File: src/rtl/slicem_ctrl_pkg.sv
// Shared types for the slicem write controller: FSM encoding and bit-counter width.
package slicem_ctrl_pkg;

  typedef enum logic [1:0] {
    ST_IDLE  = 2'd0,
    ST_WRITE = 2'd1,
    ST_DONE  = 2'd2
  } wr_state_e;

  localparam int WORD_W_DEF = 8;

  // A one-bit word still needs a one-bit counter.
  function automatic int cnt_w(input int w);
    return (w > 1) ? $clog2(w) : 1;
  endfunction

  localparam int CNT_W_DEF = cnt_w(WORD_W_DEF);

endpackage

File: src/rtl/slicem_wr_arb.sv
// NUM_REQ-way one-hot grant for the slicem write port.
// SLICEM_WCTRL_RR_EN selects round-robin; otherwise fixed priority (lowest index wins).
module slicem_wr_arb
  import slicem_ctrl_pkg::*;
#(
  parameter int NUM_REQ = 2
) (
  input  logic               i_clk,
  input  logic               i_rst_n,
  input  logic [NUM_REQ-1:0] i_valid,
  input  logic               i_accept,
  output logic [NUM_REQ-1:0] o_grant
);

  localparam int PW = (NUM_REQ > 1) ? $clog2(NUM_REQ) : 1;

  logic [PW-1:0] r_ptr;
  logic [PW-1:0] w_lo_idx;
  logic [PW-1:0] w_hi_idx;
  logic [PW-1:0] w_gidx;
  logic          w_any;
  logic          w_hi;

  // Two passes: lowest valid at or above the pointer, else lowest valid overall.
  always_comb begin
    w_lo_idx = '0;
    w_hi_idx = '0;
    w_any    = 1'b0;
    w_hi     = 1'b0;
    for (int i = NUM_REQ - 1; i >= 0; i--) begin
      if (i_valid[i]) begin
        w_lo_idx = PW'(i);
        w_any    = 1'b1;
        if (PW'(i) >= r_ptr) begin
          w_hi_idx = PW'(i);
          w_hi     = 1'b1;
        end
      end
    end
    w_gidx = w_hi ? w_hi_idx : w_lo_idx;
    for (int i = 0; i < NUM_REQ; i++) begin
      o_grant[i] = w_any && (PW'(i) == w_gidx);
    end
  end

  always_ff @(posedge i_clk or negedge i_rst_n) begin
    if (!i_rst_n) begin
      r_ptr <= '0;
    end else if (i_accept) begin
`ifdef SLICEM_WCTRL_RR_EN
      r_ptr <= (w_gidx == PW'(NUM_REQ - 1)) ? '0 : w_gidx + PW'(1);
`else
      r_ptr <= '0;
`endif
    end
  end

endmodule

File: src/rtl/slicem_write_ctrl.sv
// Serialises NUM_REQ word requests into single-bit slicem LUT-RAM writes.
// Arbitration is fixed priority unless SLICEM_WCTRL_RR_EN is defined (round-robin).
module slicem_write_ctrl
  import slicem_ctrl_pkg::*;
#(
  parameter int S_XX_BASE = 4,
  parameter int NUM_LUTS  = 4,
  parameter int MUX_LVLS  = $clog2(NUM_LUTS),
  parameter int WORD_W    = 8,
  parameter int NUM_REQ   = 2
) (
  input  logic                            i_clk,
  input  logic                            i_rst_n,
  input  logic [NUM_REQ-1:0]              i_req_valid,
  output logic [NUM_REQ-1:0]              o_req_ready,
  input  logic [NUM_REQ*MUX_LVLS-1:0]     i_req_lut,
  input  logic [NUM_REQ-1:0]              i_req_sel,
  input  logic [NUM_REQ*S_XX_BASE-1:0]    i_req_base,
  input  logic [NUM_REQ*WORD_W-1:0]       i_req_data,
  output logic [NUM_REQ-1:0]              o_rsp_done,
  input  logic                            i_cfg_busy,
  output logic [2*S_XX_BASE*NUM_LUTS-1:0] o_luts_in,
  output logic [MUX_LVLS-1:0]             o_higher_order_addr,
  output logic                            o_write_lut_select,
  output logic                            o_data_in,
  output logic                            o_write_en,
  output logic                            o_wr_active
);

  localparam int CW = cnt_w(WORD_W);

  wr_state_e              r_state;
  logic [CW-1:0]          r_k;
  logic [MUX_LVLS-1:0]    r_lut;
  logic                   r_sel;
  logic [S_XX_BASE-1:0]   r_base;
  logic [S_XX_BASE-1:0]   r_addr;
  logic [WORD_W-1:0]      r_data;
  logic                   r_din;
  logic [NUM_REQ-1:0]     r_owner;
  logic [NUM_REQ-1:0]     r_done;
  logic                   r_active;

  logic [NUM_REQ-1:0]     w_grant;
  logic [NUM_REQ-1:0]     w_ready;
  logic                   w_accept;
  logic                   w_we;
  logic                   w_last;
  logic [CW-1:0]          w_k_next;
  logic [MUX_LVLS-1:0]    w_g_lut;
  logic                   w_g_sel;
  logic [S_XX_BASE-1:0]   w_g_base;
  logic [WORD_W-1:0]      w_g_data;

  slicem_wr_arb #(.NUM_REQ(NUM_REQ)) u_arb (
    .i_clk    (i_clk),
    .i_rst_n  (i_rst_n),
    .i_valid  (i_req_valid),
    .i_accept (w_accept),
    .o_grant  (w_grant)
  );

  assign w_ready  = (i_rst_n && (r_state == ST_IDLE) && !i_cfg_busy) ? w_grant : '0;
  assign w_accept = |w_ready;
  assign w_we     = (r_state == ST_WRITE) && !i_cfg_busy;
  assign w_last   = (r_k == CW'(WORD_W - 1));
  assign w_k_next = r_k + CW'(1);

  // One-hot grant makes a plain priority scan an exact mux.
  always_comb begin
    w_g_lut  = '0;
    w_g_sel  = 1'b0;
    w_g_base = '0;
    w_g_data = '0;
    for (int i = 0; i < NUM_REQ; i++) begin
      if (w_grant[i]) begin
        w_g_lut  = i_req_lut[i*MUX_LVLS +: MUX_LVLS];
        w_g_sel  = i_req_sel[i];
        w_g_base = i_req_base[i*S_XX_BASE +: S_XX_BASE];
        w_g_data = i_req_data[i*WORD_W +: WORD_W];
      end
    end
  end

  // Address/data registers are preloaded one bit ahead so each write cycle sees bit k.
  always_ff @(posedge i_clk or negedge i_rst_n) begin
    if (!i_rst_n) begin
      r_state  <= ST_IDLE;
      r_k      <= '0;
      r_lut    <= '0;
      r_sel    <= 1'b0;
      r_base   <= '0;
      r_addr   <= '0;
      r_data   <= '0;
      r_din    <= 1'b0;
      r_owner  <= '0;
      r_done   <= '0;
      r_active <= 1'b0;
    end else begin
      case (r_state)
        ST_IDLE: begin
          if (w_accept) begin
            r_lut    <= w_g_lut;
            r_sel    <= w_g_sel;
            r_base   <= w_g_base;
            r_data   <= w_g_data;
            r_owner  <= w_grant;
            r_k      <= '0;
            r_addr   <= w_g_base;
            r_din    <= w_g_data[0];
            r_active <= 1'b1;
            r_state  <= ST_WRITE;
          end
        end
        ST_WRITE: begin
          if (w_we) begin
            if (w_last) begin
              r_done  <= r_owner;
              r_state <= ST_DONE;
            end else begin
              r_k    <= w_k_next;
              r_addr <= r_base + S_XX_BASE'(w_k_next);
              r_din  <= r_data[w_k_next];
            end
          end
        end
        ST_DONE: begin
          r_done   <= '0;
          r_active <= 1'b0;
          r_state  <= ST_IDLE;
        end
        default: r_state <= ST_IDLE;
      endcase
    end
  end

  generate
    for (genvar gi = 0; gi < 2 * NUM_LUTS; gi++) begin : g_luts_in
      assign o_luts_in[gi*S_XX_BASE +: S_XX_BASE] = r_addr;
    end
  endgenerate

  assign o_req_ready         = w_ready;
  assign o_rsp_done          = r_done;
  assign o_higher_order_addr = r_lut;
  assign o_write_lut_select  = r_sel;
  assign o_data_in           = r_din;
  assign o_write_en          = w_we;
  assign o_wr_active         = r_active;

endmodule

File: config.mk
export PLATFORM = sky130hd
export DESIGN_NAME = slicem_write_ctrl
export DESIGN_NICKNAME = d
export VERILOG_FILES = /design/src/rtl/slicem_ctrl_pkg.sv /design/src/rtl/slicem_wr_arb.sv /design/src/rtl/slicem_write_ctrl.sv
export SDC_FILE = /design/constraint.sdc
export NUM_CORES = 1
export LEC_CHECK = 0
export CAP_MARGIN = 0
export CORE_MARGIN = 10
export CORE_UTILIZATION = 44
export CTS_BUF_LIST = sky130_fd_sc_hd__clkbuf_8
export DETAILED_ROUTE_END_ITERATION = 6
export GPL_ROUTABILITY_DRIVEN = 1
export HOLD_SLACK_MARGIN = 0.08
export PLACE_DENSITY = 0.84
export SLEW_MARGIN = 20
export SYNTH_ARGS = -nofsm -noshare
export SYNTH_HDL_FRONTEND = slang
export SYNTH_SLANG_ARGS = --single-unit
export TNS_END_PERCENT = 30
File: constraint.sdc
create_clock -name i_clk -period 2.5 [get_ports i_clk]
set_input_delay 0.375 -clock i_clk [delete_from_list [all_inputs] [get_ports i_clk]]
set_output_delay 0.375 -clock i_clk [all_outputs]
set_load 0.01 [all_outputs]
After elaboration in Yosys (flattened, before gate mapping)
Cells that the tools add are included.
- input bits: 35
- flip-flop bits (word level): 30
- bitwise gates (word level): 1
- equal/unequal tests: 7
- $add $sub $neg: 2
- $lt $le $gt $ge: 1
- reductions and logical operators: 16
- mux-type cells: 35
- operators by type and width (operator ; number):
    two-way mux 4 bit ; 5
    two-way mux 2 bit ; 8
    two-way mux 8 bit ; 2
    two-way mux 1 bit ; 10
    two-way mux 3 bit ; 3
    case mux 2 bit (2 select lines) ; 2
    case mux 4 bit (2 select lines) ; 1
    inequality test 2 bit, second input constant ; 3
    case mux 3 bit (2 select lines) ; 1
    AND reduction 3 bit ; 2
    nonzero test 2 bit ; 3
    logical AND 1 bit ; 5
    adder 4 x 3 -> 4 bit ; 1
    < comparator 3 x 4 -> 1 bit, second input constant ; 1
    case mux 1 bit (2 select lines) ; 2
    AND reduction 2 bit ; 2
    AND reduction 4 bit ; 1
    adder 3 x 1 -> 3 bit, second input constant ; 1
    binary-select mux 1 bit (select 3 bit) ; 1
    equality test 3 bit, second input constant ; 1
    equality test 2 x 1 -> 1 bit, second input constant ; 1
    equality test 2 bit, second input constant ; 1
    zero test 2 bit ; 1
    inequality test 2 x 1 -> 1 bit, second input constant ; 1
    other kinds (3) ; 3

Logic depth before layout (Yosys ltp)
Gate-level depths: netlist of run 1.
- depth after elaboration: 8
- depth in mapped cells: 7
- depth with buffers taken out: 7

By module
From an unflattened synthesis of run 1, not the netlist that was laid out.
- cells, all modules: 194
- area, all modules: 1873.0 µm²
- by module, submodules not included (module ; area an instance (µm²) ; instances ; cells an instance ; sequential area each (µm²)):
    slicem_write_ctrl ; 1863.0 ; 1 ; 192 ; 750.7
    slicem_wr_arb ; 10.0 ; 1 ; 2 ; 0.0

Worst setup path after synthesis of run 1
No wires, ideal clock.
- path type: reg-to-reg
- start: register r_k[0]
- end: register r_addr[3]
- data required time: 2.374 ns
- slack: 0.658 ns
- cell stages (with the launch flop): 7
- arrival time: 1.716 ns
- period minus slack after synthesis: 1.842 ns
- path through: dfrtp_1 -> ha_1 -> ha_1 -> a21o_1 -> a21oi_1 -> xnor2_1 -> a221o_1
- word-level cells in the longest chain between the ends: 5
- ends and longest elaborated chain (element ; line ; RTL):
    start: declaration ; slicem_write_ctrl.sv:33 ; logic [CW-1:0] r_k;
    start signal: assignment ; slicem_write_ctrl.sv:121 ; r_k <= w_k_next;
    adder 3 x 1 -> 3 bit ; slicem_write_ctrl.sv:67 ; assign w_k_next = r_k + CW'(1);
    adder 4 x 3 -> 4 bit ; slicem_write_ctrl.sv:122 ; r_addr <= r_base + S_XX_BASE'(w_k_next);
    two-way mux 4 bit ; slicem_write_ctrl.sv:117 ; if (w_last) begin
    two-way mux 4 bit ; slicem_write_ctrl.sv:116 ; if (w_we) begin
    case mux 4 bit (2 select lines) ; slicem_write_ctrl.sv:100 ; case (r_state)
    end signal: assignment ; slicem_write_ctrl.sv:109 ; r_addr <= w_g_base;
    end signal: assignment ; slicem_write_ctrl.sv:122 ;
    end: declaration ; slicem_write_ctrl.sv:37 ; logic [S_XX_BASE-1:0] r_addr;
Parallel ways exist; a longest one is shown, timed or not. The select of a mux whose other input is x is not followed.
A chain may end at the register's enable or synchronous reset.

Worst setup path in the final report of run 1
- start: input port i_cfg_busy
- end: output port o_req_ready[1]
- word-level cells in the longest chain between the ends: 3
- ends and longest elaborated chain (element ; line ; RTL):
    start: declaration ; slicem_write_ctrl.sv:21 ; input logic i_cfg_busy,
    zero test 1 bit ; slicem_write_ctrl.sv:63 ; assign w_ready = (i_rst_n && (r_state == ST_IDLE) && !i_cfg_busy) ? w_grant : '0;
    logical AND 1 bit ; slicem_write_ctrl.sv:63 ;
    two-way mux 2 bit ; slicem_write_ctrl.sv:63 ;
    end: declaration ; slicem_write_ctrl.sv:15 ; output logic [NUM_REQ-1:0] o_req_ready,
No other way between the ends.

==> results of run 1 <==
cell usage in the layout, fill, tap and decap left out, drive strengths merged, types with 8 or more instances in the layout:
master	n
o21ai	9
a21oi	9
clkdlybuf4s50	75
nand2	21
dfrtp	30
o22ai	11
nor2	8
buf	14
and2	9
registers in the layout (all words and copies together) (netlist names):
register             count
r_k                      3
o_data_in                1
r_base                   4
o_higher_order_addr      2
r_state                  2
o_rsp_done               2
o_write_lut_select       1
r_owner                  2
r_addr                   4
o_wr_active              1
r_data                   8
metrics by stage:
step,cells,instance area (um2)
2_1_floorplan,182,1800
3_3_place_gp,285,2460
3_5_place_dp,285,2460
4_1_cts,293,2550
5_1_grt,295,2570
6_report,295,2570
critical path, stage by stage:
cell and delay [ns]:
clkdlybuf4s50_1 0.46, nor4b_4 0.47, nand2_2 0.14, nor2_4 0.10, clkdlybuf4s50_1 0.55
final timing paths:
kind,from,cells past startpoint,to
setup reg to reg,r_k[0]$_DFFE_PN0P_,6,r_addr[3]$_DFFE_PN0P_
max in group asynchronous,i_rst_n,2,r_k[1]$_DFFE_PN0P_
min in group asynchronous,i_rst_n,2,r_state[0]$_DFFE_PN0P_
hold / removal,r_base[0]$_DFFE_PN0P_,2,r_base[0]$_DFFE_PN0P_
hold reg to reg,r_base[0]$_DFFE_PN0P_,2,r_base[0]$_DFFE_PN0P_
setup / recovery,i_cfg_busy,5,o_req_ready[1]
what timing repair did:
action / 4_1_cts / 5_1_grt
endpoints found under the setup margin: 0 / 2
setup buffers: 0 / 2
resized for setup: 0 / 2
routing by layer:
metal  global-route usage (%)  vias to the layer above  wire length, um
met3                     6.05                        4              441
met2                     21.3                       85             2330
met1                     16.0                      733             2070
met4                     3.50                        0               31
met5                        0                        -                0
li1                         -                      741                -
cells by family after synthesis:
logic type,after synthesis,synth area share (%)
AND/OR/NAND/NOR,50,15.8
multiplexers,2,2.50
AO/OA/AOI/OAI,53,19.5
buffers and inverters,39,15.0
flip-flops,30,41.7
XOR/XNOR,2,0.973
adder cells (fa/ha/maj),6,4.59
where the power goes:
| group | switching, mW | internal [mW] | total [mW] |
|---|---|---|---|
| registers | 0.191 | 0.699 | 0.890 |
| logic | 0.716 | 0.945 | 1.66 |
| clock network | 0.176 | 0.217 | 0.394 |
area by class of cell:
class                      instances  area share, %
clock inverter                     2          0.341
tap                               50           2.43
sequential                        30           29.2
clock buffer                       6           3.21
inverter                           4          0.584
multi-input combinational        113           30.4
timing repair buffer              90           33.8
==> results.cfg, run 1 <==
[logic_synthesis]
synth_ff_type = dfrtp_1
synth_top_area_share_pct = 41.7
async_reset_ff_share_pct = 100
yosysTopAreaCell = dfrtp_1
synth-edff-count = 0
synth_seq_area_share_pct = 41.7
synthesis.nets = 223
synth_warnings = 0
synth_area_per_cell_um2 = 9.89
ys_top_cells_by_area = dfrtp_1, buf_4, nand2_1
ys_types = 39
synthCells = 182
ys_top_cells_by_count = dfrtp_1, buf_4, nand2_1
synth.most_common_cell = dfrtp_1
synth-seq-cells = 30
syn-cell-area_mm2 = 0.00180

[floorplanning]
rows = 23
fp.dieW_um = 84.0
dieHeight_um = 84.0
pin_count = 77
initial_core_util_pct = 45.3
die_area_mm2 = 0.00705
core_area_mm2 = 0.00397

[sta]
worstMarginPinSlew_ns = 0.472
skew_ns = 0.00430
setup_tns_ns = 0
hold_ws_ns = 0.488
slew_violations = 0
slew_headroom_pct = 68.5
setup_viol = 0
setup_slack_ns = 0.0247
post-route-min-period_ns = 2.48
finalCritPeriodShare_pct = 99.0
max_freq_mhz = 404
hold_viol = 0

[routing]
vias = 1563
drtPass1Iterations = 4
totalWireLength_um = 4880
drc_errors = 0
ant_nets = 0
first_iter_violations = 86
wl_per_cell_um = 16.5
viasPerCell = 5.30

[final_layout]
post-route-util_pct = 64.7
nFillCells = 308
area_growth_pct = 42.7
antennaDiodeCount = 0
multi_input_area_um2 = 782
drive_gt1_share_pct = 13.1
final_nets = 285
ff_latch_area_um2 = 751

[worst_hold_path]
hold_class = reg2reg

[worst_setup_path]
critical_path.max_fanout = 4
crit_type = in2out
setup.worst_path.end_class = primary output
worstSetupStartpointType = primary input
rrSetupSlack_ns = 0.52
arrival_ns = 2.10
required_ns = 2.12

[clock_tree]
cts_buffers = 5
cts_buffer_depth = 2
clkTransAtPathRegs_ns = 0.06
clockRootBuffer = clkbuf_8
htreeDepth = 2
cts_tree = done
worstSkewPairLatency_ns = 0.28
ctsHoldBuffers = 0
clock_sinks = 30

[grt]
grt_max_degree = 31
overflow = 0
grt_pass1_wl_um = 7940
antenna_found_initial = 0
grt_util_all_layers_pct = 13.4
grt_pass1_vias = 1573

[outcome]
outcome = completed

[run]
cap_violations = 0

[placed_design]
portBuffers = 76
dp_slack_ns = 0.0481
dp_hpwl_um = 3760
finalWeightedCongestion = 0.795

[power_and_ir_drop]
p_leak_nw = 1.14
ir_drop_uv = 573
power.density_mw_per_mm2 = 1150
total_power_mw = 2.95
Power figures use the tool's default switching activity.
==> run 2: changes to the inputs <==
- SKIP_CTS_REPAIR_TIMING: default -> 1
==> results of run 2 <==
Final layout, timing and power as in run 1 (identical DEF).
